`config.mk`:
```
export PLATFORM = sky130hd
export DESIGN_NAME = uart_rx_fifo_flat
export DESIGN_NICKNAME = d
export VERILOG_FILES = /design/src/rtl/uart_rx_fifo_if.sv /design/src/rtl/uart_rx_fifo.sv /design/src/flat_wrapper.sv
export SDC_FILE = /design/constraint.sdc
export NUM_CORES = 1
export LEC_CHECK = 0
export BUFFER_PORTS_ARGS = -buffer_cell sky130_fd_sc_hd__buf_2
export CORE_UTILIZATION = 55
export CTS_CLUSTER_SIZE = 8
export DETAILED_ROUTE_END_ITERATION = 6
export GPL_TIMING_DRIVEN = 0
export PLACE_DENSITY = 0.74
export SYNTH_ARGS = -nofsm -noshare
export SYNTH_HDL_FRONTEND = slang
export SYNTH_SLANG_ARGS = --single-unit
```
`constraint.sdc`:
```
create_clock -name clk -period 5.4 [get_ports clk]
set_clock_uncertainty 0.05 [all_clocks]
set_input_delay 0 -clock clk [delete_from_list [all_inputs] [get_ports clk]]
set_output_delay 0 -clock clk [all_outputs]
set_load 0.1 [all_outputs]
```
`src/rtl/uart_rx_fifo_if.sv`:
```
// ---------------------------------------------------------------------------
// uart_rx_fifo_if
//   Groups the byte-ingest, pop and status signals of uart_rx_fifo.
//   The master modport belongs to whoever drives the receiver flag and the
//   consumer pops. The slave modport belongs to the FIFO itself.
//
//   rx_data   received byte, valid while rx_ready=1       (master -> slave)
//   rx_ready  receiver done flag, level-held              (master -> slave)
//   rd_en     pop request                                 (master -> slave)
//   clr_ovf   synchronous clear of the sticky overflow    (master -> slave)
//   rd_data   head-of-FIFO byte, first-word-fall-through  (slave -> master)
//   empty     FIFO holds no bytes                         (slave -> master)
//   full      FIFO holds DEPTH bytes                      (slave -> master)
//   count     bytes held, 0..DEPTH                        (slave -> master)
//   overflow  sticky flag, at least one byte was dropped  (slave -> master)
// ---------------------------------------------------------------------------
interface uart_rx_fifo_if #(
  parameter int DATA_W = 8,
  parameter int DEPTH  = 16
);
  localparam int ADDR_W = $clog2(DEPTH);

  logic [DATA_W-1:0] rx_data;
  logic              rx_ready;
  logic              rd_en;
  logic              clr_ovf;
  logic [DATA_W-1:0] rd_data;
  logic              empty;
  logic              full;
  logic [ADDR_W:0]   count;
  logic              overflow;

  modport master (
    output rx_data, rx_ready, rd_en, clr_ovf,
    input  rd_data, empty, full, count, overflow
  );

  modport slave (
    input  rx_data, rx_ready, rd_en, clr_ovf,
    output rd_data, empty, full, count, overflow
  );
endinterface

```
`src/rtl/uart_rx_fifo.sv`:
```
// ---------------------------------------------------------------------------
// uart_rx_fifo
//   Receive-side byte buffer that sits directly after the UART receiver.
//   The receiver's level-held rx_ready flag is edge-detected, so each byte is
//   written exactly once. Bytes go into a circular FIFO. The consumer sees
//   them on a first-word-fall-through read port. A byte that arrives while
//   the FIFO is full, with no pop in that cycle, is dropped and sets a
//   sticky overflow flag. Stored data is never overwritten.
//
//   clk   system clock, rising edge
//   rst   asynchronous, active-high reset
//   bus   uart_rx_fifo_if.slave; see the interface file for each signal
//
//   Parameters: DATA_W (byte width), DEPTH (entries; a power of 2, >= 2).
// ---------------------------------------------------------------------------
module uart_rx_fifo #(
  parameter int DATA_W = 8,
  parameter int DEPTH  = 16
) (
  input  logic           clk,
  input  logic           rst,
  uart_rx_fifo_if.slave  bus
);

  localparam int ADDR_W = $clog2(DEPTH);

  localparam logic [ADDR_W-1:0] PTR_ONE  = ADDR_W'(1);
  localparam logic [ADDR_W:0]   CNT_ONE  = (ADDR_W + 1)'(1);
  localparam logic [ADDR_W:0]   FULL_CNT = (ADDR_W + 1)'(DEPTH);

  // -------------------------------------------------------------------------
  // State
  // -------------------------------------------------------------------------
  logic              rdy_q,      rdy_d;
  logic [ADDR_W-1:0] wptr_q,     wptr_d;
  logic [ADDR_W-1:0] rptr_q,     rptr_d;
  logic [ADDR_W:0]   count_q,    count_d;
  logic              overflow_q, overflow_d;

  logic [DATA_W-1:0] mem [DEPTH];

  // -------------------------------------------------------------------------
  // Event decode
  // -------------------------------------------------------------------------
  logic empty_w;
  logic full_w;
  logic wr;
  logic pop;
  logic push;
  logic drop;

  always_comb begin
    empty_w = (count_q == '0);
    full_w  = (count_q == FULL_CNT);

    // One strobe per rising edge of rx_ready. The strobe is also gated by
    // rst, so a byte cannot be written while the design is held in reset.
    wr   = bus.rx_ready & ~rdy_q & ~rst;
    pop  = bus.rd_en & ~empty_w;
    // When the FIFO is full, a pop in the same cycle frees the slot that
    // the new byte takes.
    push = wr & (~full_w | pop);
    drop = wr & full_w & ~pop;
  end

  // -------------------------------------------------------------------------
  // Next-state logic
  // -------------------------------------------------------------------------
  // NOTE: every signal gets its default value first, so no path through this
  // block leaves a signal unassigned and no latch is inferred.
  always_comb begin
    rdy_d      = bus.rx_ready;
    wptr_d     = wptr_q;
    rptr_d     = rptr_q;
    count_d    = count_q;
    overflow_d = overflow_q;

    // Pointers wrap on their own because DEPTH is a power of 2.
    if (push) wptr_d = wptr_q + PTR_ONE;
    if (pop)  rptr_d = rptr_q + PTR_ONE;

    unique case ({push, pop})
      2'b10:   count_d = count_q + CNT_ONE;
      2'b01:   count_d = count_q - CNT_ONE;
      default: count_d = count_q;
    endcase

    // A new drop wins over a clear in the same cycle, so no lost byte goes
    // unreported.
    if (drop) begin
      overflow_d = 1'b1;
    end else if (bus.clr_ovf) begin
      overflow_d = 1'b0;
    end
  end

  // -------------------------------------------------------------------------
  // Registers
  // -------------------------------------------------------------------------
  // NOTE: sequential state is assigned with non-blocking (<=) assignments.
  // This way every flop samples the values from before the edge, whatever
  // order the statements are written in.
  always_ff @(posedge clk or posedge rst) begin
    if (rst) begin
      rdy_q      <= 1'b0;
      wptr_q     <= '0;
      rptr_q     <= '0;
      count_q    <= '0;
      overflow_q <= 1'b0;
    end else begin
      rdy_q      <= rdy_d;
      wptr_q     <= wptr_d;
      rptr_q     <= rptr_d;
      count_q    <= count_d;
      overflow_q <= overflow_d;
    end
  end

  // NOTE: the storage array has no reset on purpose. Reset empties the FIFO
  // by clearing the pointers and the count. Stale entries are never visible,
  // because rd_data is forced to 0 while the FIFO is empty. Leaving the array
  // out of reset also lets it map onto RAM.
  always_ff @(posedge clk) begin
    if (push) mem[wptr_q] <= bus.rx_data;
  end

  // -------------------------------------------------------------------------
  // Outputs
  // -------------------------------------------------------------------------
  assign bus.rd_data  = empty_w ? '0 : mem[rptr_q];
  assign bus.empty    = empty_w;
  assign bus.full     = full_w;
  assign bus.count    = count_q;
  assign bus.overflow = overflow_q;

endmodule

```
`src/flat_wrapper.sv`:
```
// flat-port wrapper written by rule: the top's interface ports become plain ports
module uart_rx_fifo_flat 
#(
  parameter int DATA_W = 8,
  parameter int DEPTH  = 16
)
  (clk, rst, bus_rx_data, bus_rx_ready, bus_rd_en, bus_clr_ovf, bus_rd_data, bus_empty, bus_full, bus_count, bus_overflow);
  uart_rx_fifo_if #(.DATA_W(DATA_W), .DEPTH(DEPTH)) bus_i ();
  input  logic clk;
  input  logic rst;
  input wire logic [$bits(bus_i.rx_data)-1:0] bus_rx_data;
  input wire logic [$bits(bus_i.rx_ready)-1:0] bus_rx_ready;
  input wire logic [$bits(bus_i.rd_en)-1:0] bus_rd_en;
  input wire logic [$bits(bus_i.clr_ovf)-1:0] bus_clr_ovf;
  output wire logic [$bits(bus_i.rd_data)-1:0] bus_rd_data;
  output wire logic [$bits(bus_i.empty)-1:0] bus_empty;
  output wire logic [$bits(bus_i.full)-1:0] bus_full;
  output wire logic [$bits(bus_i.count)-1:0] bus_count;
  output wire logic [$bits(bus_i.overflow)-1:0] bus_overflow;
  assign bus_i.rx_data = bus_rx_data;
  assign bus_i.rx_ready = bus_rx_ready;
  assign bus_i.rd_en = bus_rd_en;
  assign bus_i.clr_ovf = bus_clr_ovf;
  assign bus_rd_data = bus_i.rd_data;
  assign bus_empty = bus_i.empty;
  assign bus_full = bus_i.full;
  assign bus_count = bus_i.count;
  assign bus_overflow = bus_i.overflow;
  uart_rx_fifo #(.DATA_W(DATA_W), .DEPTH(DEPTH)) u_core (.clk(clk), .rst(rst), .bus(bus_i));
endmodule
```
==> results of run 1 <==
## layout make-up
class                      instances  share of cell area
buffer                            18             0.01576
timing repair buffer              45             0.04298
inverter                          10            0.005372
tap                              136             0.02436
clock buffer                      18             0.05981
clock inverter                    14             0.02006
sequential                       143              0.6039
multi-input combinational        139              0.2278
## synth_stat cells, types with 3 or more instances
cell type / number / share of area
buf_2: 7 / 0.0059
nor4_1: 4 / 0.0042
nand4_1: 3 / 0.0032
ha_1: 6 / 0.013
nand2_1: 3 / 0.0019
edfxtp_1: 128 / 0.65
and2_1: 8 / 0.0084
nand3_1: 4 / 0.0034
clkbuf_1: 5 / 0.0032
xnor2_1: 5 / 0.0074
xor2_1: 5 / 0.0074
nor2_1: 8 / 0.0051
inv_1: 10 / 0.0063
buf_6: 4 / 0.0076
mux4_2: 32 / 0.12
nor2b_1: 8 / 0.0084
a211oi_1: 16 / 0.020
dfrtp_1: 15 / 0.063
mux2i_1: 9 / 0.015
## state kept, by name (all words and copies together), names as in the netlist
| signal | flops |
|---|---|
| u_core.rdy_q | 1 |
| u_core.mem | 128 |
| u_core.bus.overflow | 1 |
| u_core.rptr_q | 4 |
| u_core.bus.count | 5 |
| u_core.wptr_q | 4 |
## layout by cell type, fill, tap and decap left out, drive strengths merged, types with 5 or more instances in the layout
| cell | count |
|---|---|
| nor2b | 8 |
| dfrtp | 15 |
| ha | 6 |
| xor2 | 5 |
| mux4 | 32 |
| nor2 | 9 |
| dlygate4sd3 | 13 |
| clkinv | 6 |
| xnor2 | 5 |
| and2 | 8 |
| inv | 13 |
| buf | 45 |
| mux2i | 9 |
| clkbuf | 23 |
| edfxtp | 128 |
| a211oi | 16 |
## metrics by stage
step / setup slack, ns / hold slack [ns]
6_report: 2.327 / 0.08645
5_1_grt: 2.217 / 0.1118
4_1_cts: 2.320 / 0.08403
3_5_place_dp: 2.726 / 0.07895
3_3_place_gp: 2.087 / 0.05992
2_1_floorplan: 1.436 / -0.1485
## cells by family (layout without fill, tap and decap cells)
family,Yosys count,after routing
AO/OA/AOI/OAI,31,31
multiplexers,42,42
buffers and inverters,28,105
flip-flops,143,143
AND/OR/NAND/NOR,50,50
adder cells (fa/ha/maj),6,6
XOR/XNOR,10,10
## power breakdown
group / internal, W / switching (W) / leakage [nW] / total, W
Sequential: 0.00128 / 0.0000621 / 1.33 / 0.00134
Combinational: 0.000499 / 0.00119 / 0.793 / 0.00169
Clock: 0.000655 / 0.000440 / 0.267 / 0.00110
## worst paths after layout
path / from / endpoint / slack (ns) / depth (start not counted)
min: rst / u_core.rdy_q$_DFF_PP0_ / 0.09 / 3
max in group asynchronous: rst / u_core.bus.count[1]$_DFFE_PP0P_ / 4.83 / 3
min reg2reg: u_core.bus.count[3]$_DFFE_PP0P_ / u_core.bus.count[3]$_DFFE_PP0P_ / 0.54 / 1
max reg2reg: u_core.rdy_q$_DFF_PP0_ / u_core.mem[13][6]$_DFFE_PP_ / 2.67 / 4
max: u_core.rptr_q[1]$_DFFE_PP0P_ / bus_rd_data[2] / 2.33 / 6
min in group clk: bus_rx_ready / u_core.rdy_q$_DFF_PP0_ / 0.12 / 2
## metal layers
metal | up-vias | GRT usage | wire (um)
met5 | - | 0 | 0
met4 | 0 | 0.07341 | 133
met3 | 11 | 0.04329 | 686
met2 | 94 | 0.4001 | 6425
met1 | 1594 | 0.3101 | 4734
li1 | 1377 | - | -
## what timing repair did
action                                 CTS  global route
resized for setup                        0             0
hold buffers                            13             0
endpoints found under the hold margin  154             0
## worst max-delay path: stages, from the launching register on
cell and delay [ns]:
dfrtp_1 0.37, buf_2 0.23, clkbuf_1 0.56, mux4_2 0.36, mux2i_1 0.12, a211oi_1 0.37, buf_2 0.49
==> reports/qor.csv, run 1 <==
metric,value,unit
Initial Util,0.5722,
slew margin rel.,0.3428,
Std-Cell Rows,37,
post-synthesis async set-or-reset flop share,0.1049,
vias in the first global route,3239,
Via density,5.881,
Final nets,393,
RePlAce Congestion,0.8492,
status,completed,
Die Y,105.9,um
"Avg Cell Area, Syn",19.14,um^2
Vias,3076,
crit path kind,reg2out,
GRT overflow,0,
CTS Sinks,143,
Placed Cells,478,
ANT cells,0,
port bufs,28,
clock transition at the registers of the reported paths,0.06,ns
post-synthesis adder-cell area fraction,0.01265,
leak pwr,2.391,nW
CP arrival,3.02,ns
f_max,0.3254,GHz
latest clock arrival within the worst-skew pair,0.52,ns
CTS root buf,clkbuf_8,
CTS tree,built,
DRT Wirelength,11980,um
fin util,0.6737,
GRT Total Usage,0.2352,
Post-Syn Instances,310,
setup violators final,0,
hold crit path type,in2async,
"Top FF cell, synth",edfxtp_1,
Syn Nets,329,
"EDFF count, synth",128,
Post-Syn Area,5933,um^2
hpwl dp,7674,um
DRC violations left,0,
initial antenna violation count,0,
synth unique cells,45,
Seq. cell area,4219,um^2
post-synthesis mux area share,0.1385,
Initial DRC Count,234,
max-slew violation count,0,
CP startpoint kind,flop,
largest net degree at the start of global routing,17,
die width,105.9,um
layout cell share with drive strength beyond 1,0.3101,
synthesis-to-finish area growth,17.76,%
Worst Path Max Fanout,10,
DRT antenna net count,0,
pwr/cell area,590.3,nW/um^2
post-CTS setup buffers,0,
Core Box Area,10370,um^2
first-pass GRT wire length,18390,um
final worst path period need,3.073,ns
io pins,29,
Tightest Pin Transition,0.9837,ns
DP Area,6299,um^2
Die Area,11210,um^2
H-Tree Depth,4,
"Seq/Total Area, Yosys",0.7111,
cell area after layout,6987,um^2
Compound-Gate Fraction of Synth Area,0.04471,
element type at the critical path end,primary output,
Final Hold Vio Count,0,
Filler cells,676,
post-synthesis simple-gate area fraction,0.05335,
Layout Cells excl Fill,523,
main combinational cell family by area after synthesis,multiplexers,
Power Total,0.004124,W
Final period util,0.5691,
Pre-antenna DRT Iters,4,
RSZ-0062 raised after global routing,no,
Multi-input gate area,1592,um^2
CTS max path bufs,2,
Worst VDD drop,0.4279,mV
WL/cell,22.91,um
flop and latch count out of synthesis,143,
CTS Buf Count,17,
worst endpoint required time,5.35,ns
setup TNS,0,ns
Max Cap Viol,0,
Synth warnings,0,
Post-Synth XOR/XNOR Area,0.01476,
No activity file was read; power rests on OpenSTA's default activity.
==> inputs of run 2 (changes only) <==
--- a/config.mk
+++ b/config.mk
@@ -5,6 +5,7 @@
 export SDC_FILE = /design/constraint.sdc
 export NUM_CORES = 1
 export LEC_CHECK = 0
+export ABC_AREA = 1
 export BUFFER_PORTS_ARGS = -buffer_cell sky130_fd_sc_hd__buf_2
 export CORE_UTILIZATION = 55
 export CTS_CLUSTER_SIZE = 8
==> constraint.sdc (replaced) <==
create_clock -name clk -period 3 [get_ports clk]
set_clock_uncertainty 0.05 [all_clocks]
set_input_delay 0 -clock clk [delete_from_list [all_inputs] [get_ports clk]]
set_output_delay 0 -clock clk [all_outputs]
set_load 0.1 [all_outputs]
==> reports/qor.csv, run 2 <==
metric,value,unit,change
"Top FF cell, synth",edfxtp_1,,
Final nets,556,,+41%
Core Box Area,10460,um^2,+0.89%
Yosys top cell by area,edfxtp_1,,
global routing's busiest layer,met2,,
initial antenna violation count,0,,unchanged
RePlAce Congestion,0.9240,,+8.8%
vias in the first global route,4149,,+28%
slew margin rel.,0.2325,,-0.1103
Initial Util,0.5752,,+0.003069
post-synthesis simple-gate area fraction,0.1191,,+0.06577
"commonest non-fill, non-tap cells in the layout","edfxtp_1, nor2_1, o21ai_0",,
Synth warnings,0,,unchanged
leak pwr,2.540,nW,+6.2%
synth unique cells,32,,-29%
synthesis-to-finish area growth,18.30,%,
CP startpoint kind,flop,,
Die Area,11360,um^2,+1.4%
setup TNS,0,ns,unchanged
largest net degree at the start of global routing,17,,unchanged
worst endpoint required time,2.95,ns,-2.40 ns
final worst path period need,2.875,ns,
Area contributors post-synth,"edfxtp_1, dfrtp_1, o21ai_0",,
Tightest Pin Transition,1.147,ns,+0.1634 ns
"Avg Cell Area, Syn",12.62,um^2,-34%
f_max,0.3478,GHz,
Max Cap Viol,0,,unchanged
Via density,6.095,,+3.6%
layout cell share with drive strength beyond 1,0.1982,,-0.1119
latest clock arrival within the worst-skew pair,0.53,ns,about the same
"commonest non-fill, non-tap cell in the layout",edfxtp_1,,
hpwl dp,9412,um,+23%
pwr/cell area,1152,nW/um^2,+95%
Worst VDD drop,1.671,mV,+290%
WL/cell,21.63,um,-5.6%
ANT cells,0,,unchanged
Syn Nets,496,,+51%
post-synthesis adder-cell area fraction,0.01247,,-0.0001789
CTS tree,built,,
GR Util met2,0.4369,,+0.03677
CTS root buf,clkbuf_8,,
post-CTS setup buffers,0,,unchanged
Initial DRC Count,392,,+68%
Std-Cell Rows,37,,unchanged
GRT overflow,0,,unchanged
max-slew violation count,0,,unchanged
status,completed,,
io pins,29,,unchanged
die width,106.6,um,+0.70%
GRT Total Usage,0.2836,,+0.04838
Post-Syn Area,6018,um^2,+1.4%
Placed Cells,641,,+34%
Post-Synth XOR/XNOR Area,0.01310,,-0.001664
DRT antenna net count,0,,unchanged
Worst Path Max Fanout,10,,unchanged
Final Hold Vio Count,0,,unchanged
CTS max path bufs,2,,unchanged
Vias,4181,,+36%
H-Tree Depth,4,,unchanged
Pre-antenna DRT Iters,5,,+1
most numerous cell in the Yosys netlist,edfxtp_1,,
post-synthesis async set-or-reset flop share,0.1049,,unchanged
clock transition at the registers of the reported paths,0.06,ns,about the same
CP arrival,2.83,ns,-0.19 ns
DRT Wirelength,14840,um,+24%
port bufs,28,,unchanged
met1 track demand over resource,0.3790,,+0.06898
crit path kind,reg2out,,
Layout Cells excl Fill,686,,+31%
first-pass GRT wire length,22830,um,+24%
max reg flops,128,,unchanged
Compound-Gate Fraction of Synth Area,0.1127,,+0.06798
element type at the critical path end,primary output,,
CTS Sinks,143,,unchanged
Synth top area share,0.6387,,-0.009158
Reg with most FFs,u_core.mem,,
flop and latch count out of synthesis,143,,unchanged
hold crit path type,in2async,,
CTS Buf Count,17,,unchanged
"EDFF count, synth",128,,unchanged
Synth top cells by count,"edfxtp_1, nor2_1, o21ai_0, nand2_1, o221ai_1",,
Post-Syn Instances,477,,+54%
post-synthesis mux area share,0,,-0.1385
"Seq/Total Area, Yosys",0.7010,,-0.01005
GRT met3 Usage,0.07903,,+0.03574
main combinational cell family by area after synthesis,simple AND/OR/NAND/NOR gates,,
setup violators final,0,,unchanged
RSZ-0062 raised after global routing,no,,
DRC violations left,0,,unchanged
Die Y,106.6,um,+0.70%
Final period util,0.9585,,
run 2: changes by cell type after synthesis, sizes merged, moves of 15 or more:
cell / previous run / this run
a211oi: 16 / 0
mux4: 32 / 0
nand2: 3 / 37
nand3: 4 / 19
nor2: 9 / 92
o21ai: 4 / 72
o221ai: 1 / 24
run 2: per-layer routing:
layer,share of wire,up-vias,wire [um]
li1,-,1858,-
met1,0.40,2064,5982
met2,0.48,230,7092
met3,0.094,29,1388
met4,0.025,0,371
met5,0,-,0
run 2: path summary, 6_finish.rpt:
kind / end / slack (ns) / startpoint / cells past startpoint
worst max-delay path: bus_rd_data[5] / 0.12 / u_core.rptr_q[2]$_DFFE_PP0P_ / 7
worst min-delay path: u_core.bus.count[2]$_DFFE_PP0P_ / 0.06 / rst / 3
worst max register to register: u_core.mem[2][7]$_DFFE_PP_ / 0.51 / u_core.rdy_q$_DFF_PP0_ / 6
worst min register to register: u_core.bus.count[4]$_DFFE_PP0P_ / 0.47 / u_core.bus.count[4]$_DFFE_PP0P_ / 2
max in group asynchronous: u_core.rptr_q[2]$_DFFE_PP0P_ / 2.42 / rst / 3
min in group clk: u_core.rdy_q$_DFF_PP0_ / 0.09 / bus_rx_ready / 2
run 2: worst max-delay path, cell delays in order (launching register included):
cell and delay, ns:
dfrtp_1 0.32, buf_2 0.23, clkinv_1 0.32, clkbuf_1 0.40
o221ai_1 0.20, nand3_1 0.19, a21oi_4 0.19, buf_2 0.45
run 2: kinds of logic after synthesis:
family,Yosys count
flops,143
fa+ha+maj,6
compound gates,114
simple gates,155
buf+inv,50
xor+xnor,9
run 2: report_power, final:
part	switching [W]	leakage, nW	total, W	internal (W)
combinational	0.00287	0.947	0.00379	0.000913
sequential	0.000129	1.33	0.00243	0.00230
clock	0.000800	0.263	0.00198	0.00118
total	0.00380	2.54	0.00820	0.00440
run 2: repair_timing:
item                                    in CTS  in global routing
hold buffers                                13                  0
hold endpoints to repair                   155                  0
endpoints found under the setup margin       1                  8
gates resized for setup                      1                  7
run 2: layout make-up:
cell class                      instances  area (um^2)
Sequential cell                       143         4219
Fill cell                             778         3343
Multi-Input combinational cell        284         1639
Clock buffer                           18        417.9
Timing Repair Buffer                   41        272.8
Tap cell                              136        170.2
Buffer                                 24        150.1
Clock inverter                         14        143.9
Inverter                               26        106.4
run 2: through the flow:
stage                     instance area [um^2]  worst slack (ns)  total power, W  hold WS, ns  utilization
final                                     7119            0.1246        0.008200      0.05779       0.6805
after global placement                    6420            0.3429        0.006097      0.04988       0.6136
after global routing                      7119           0.01043        0.008529      0.09464       0.6805
after detailed placement                  6420            0.2618        0.006168      0.06119       0.6136
after floorplan                           6110            0.2322        0.005346      -0.1403            -
after CTS                                 7113           0.02343        0.008161      0.05692       0.6799
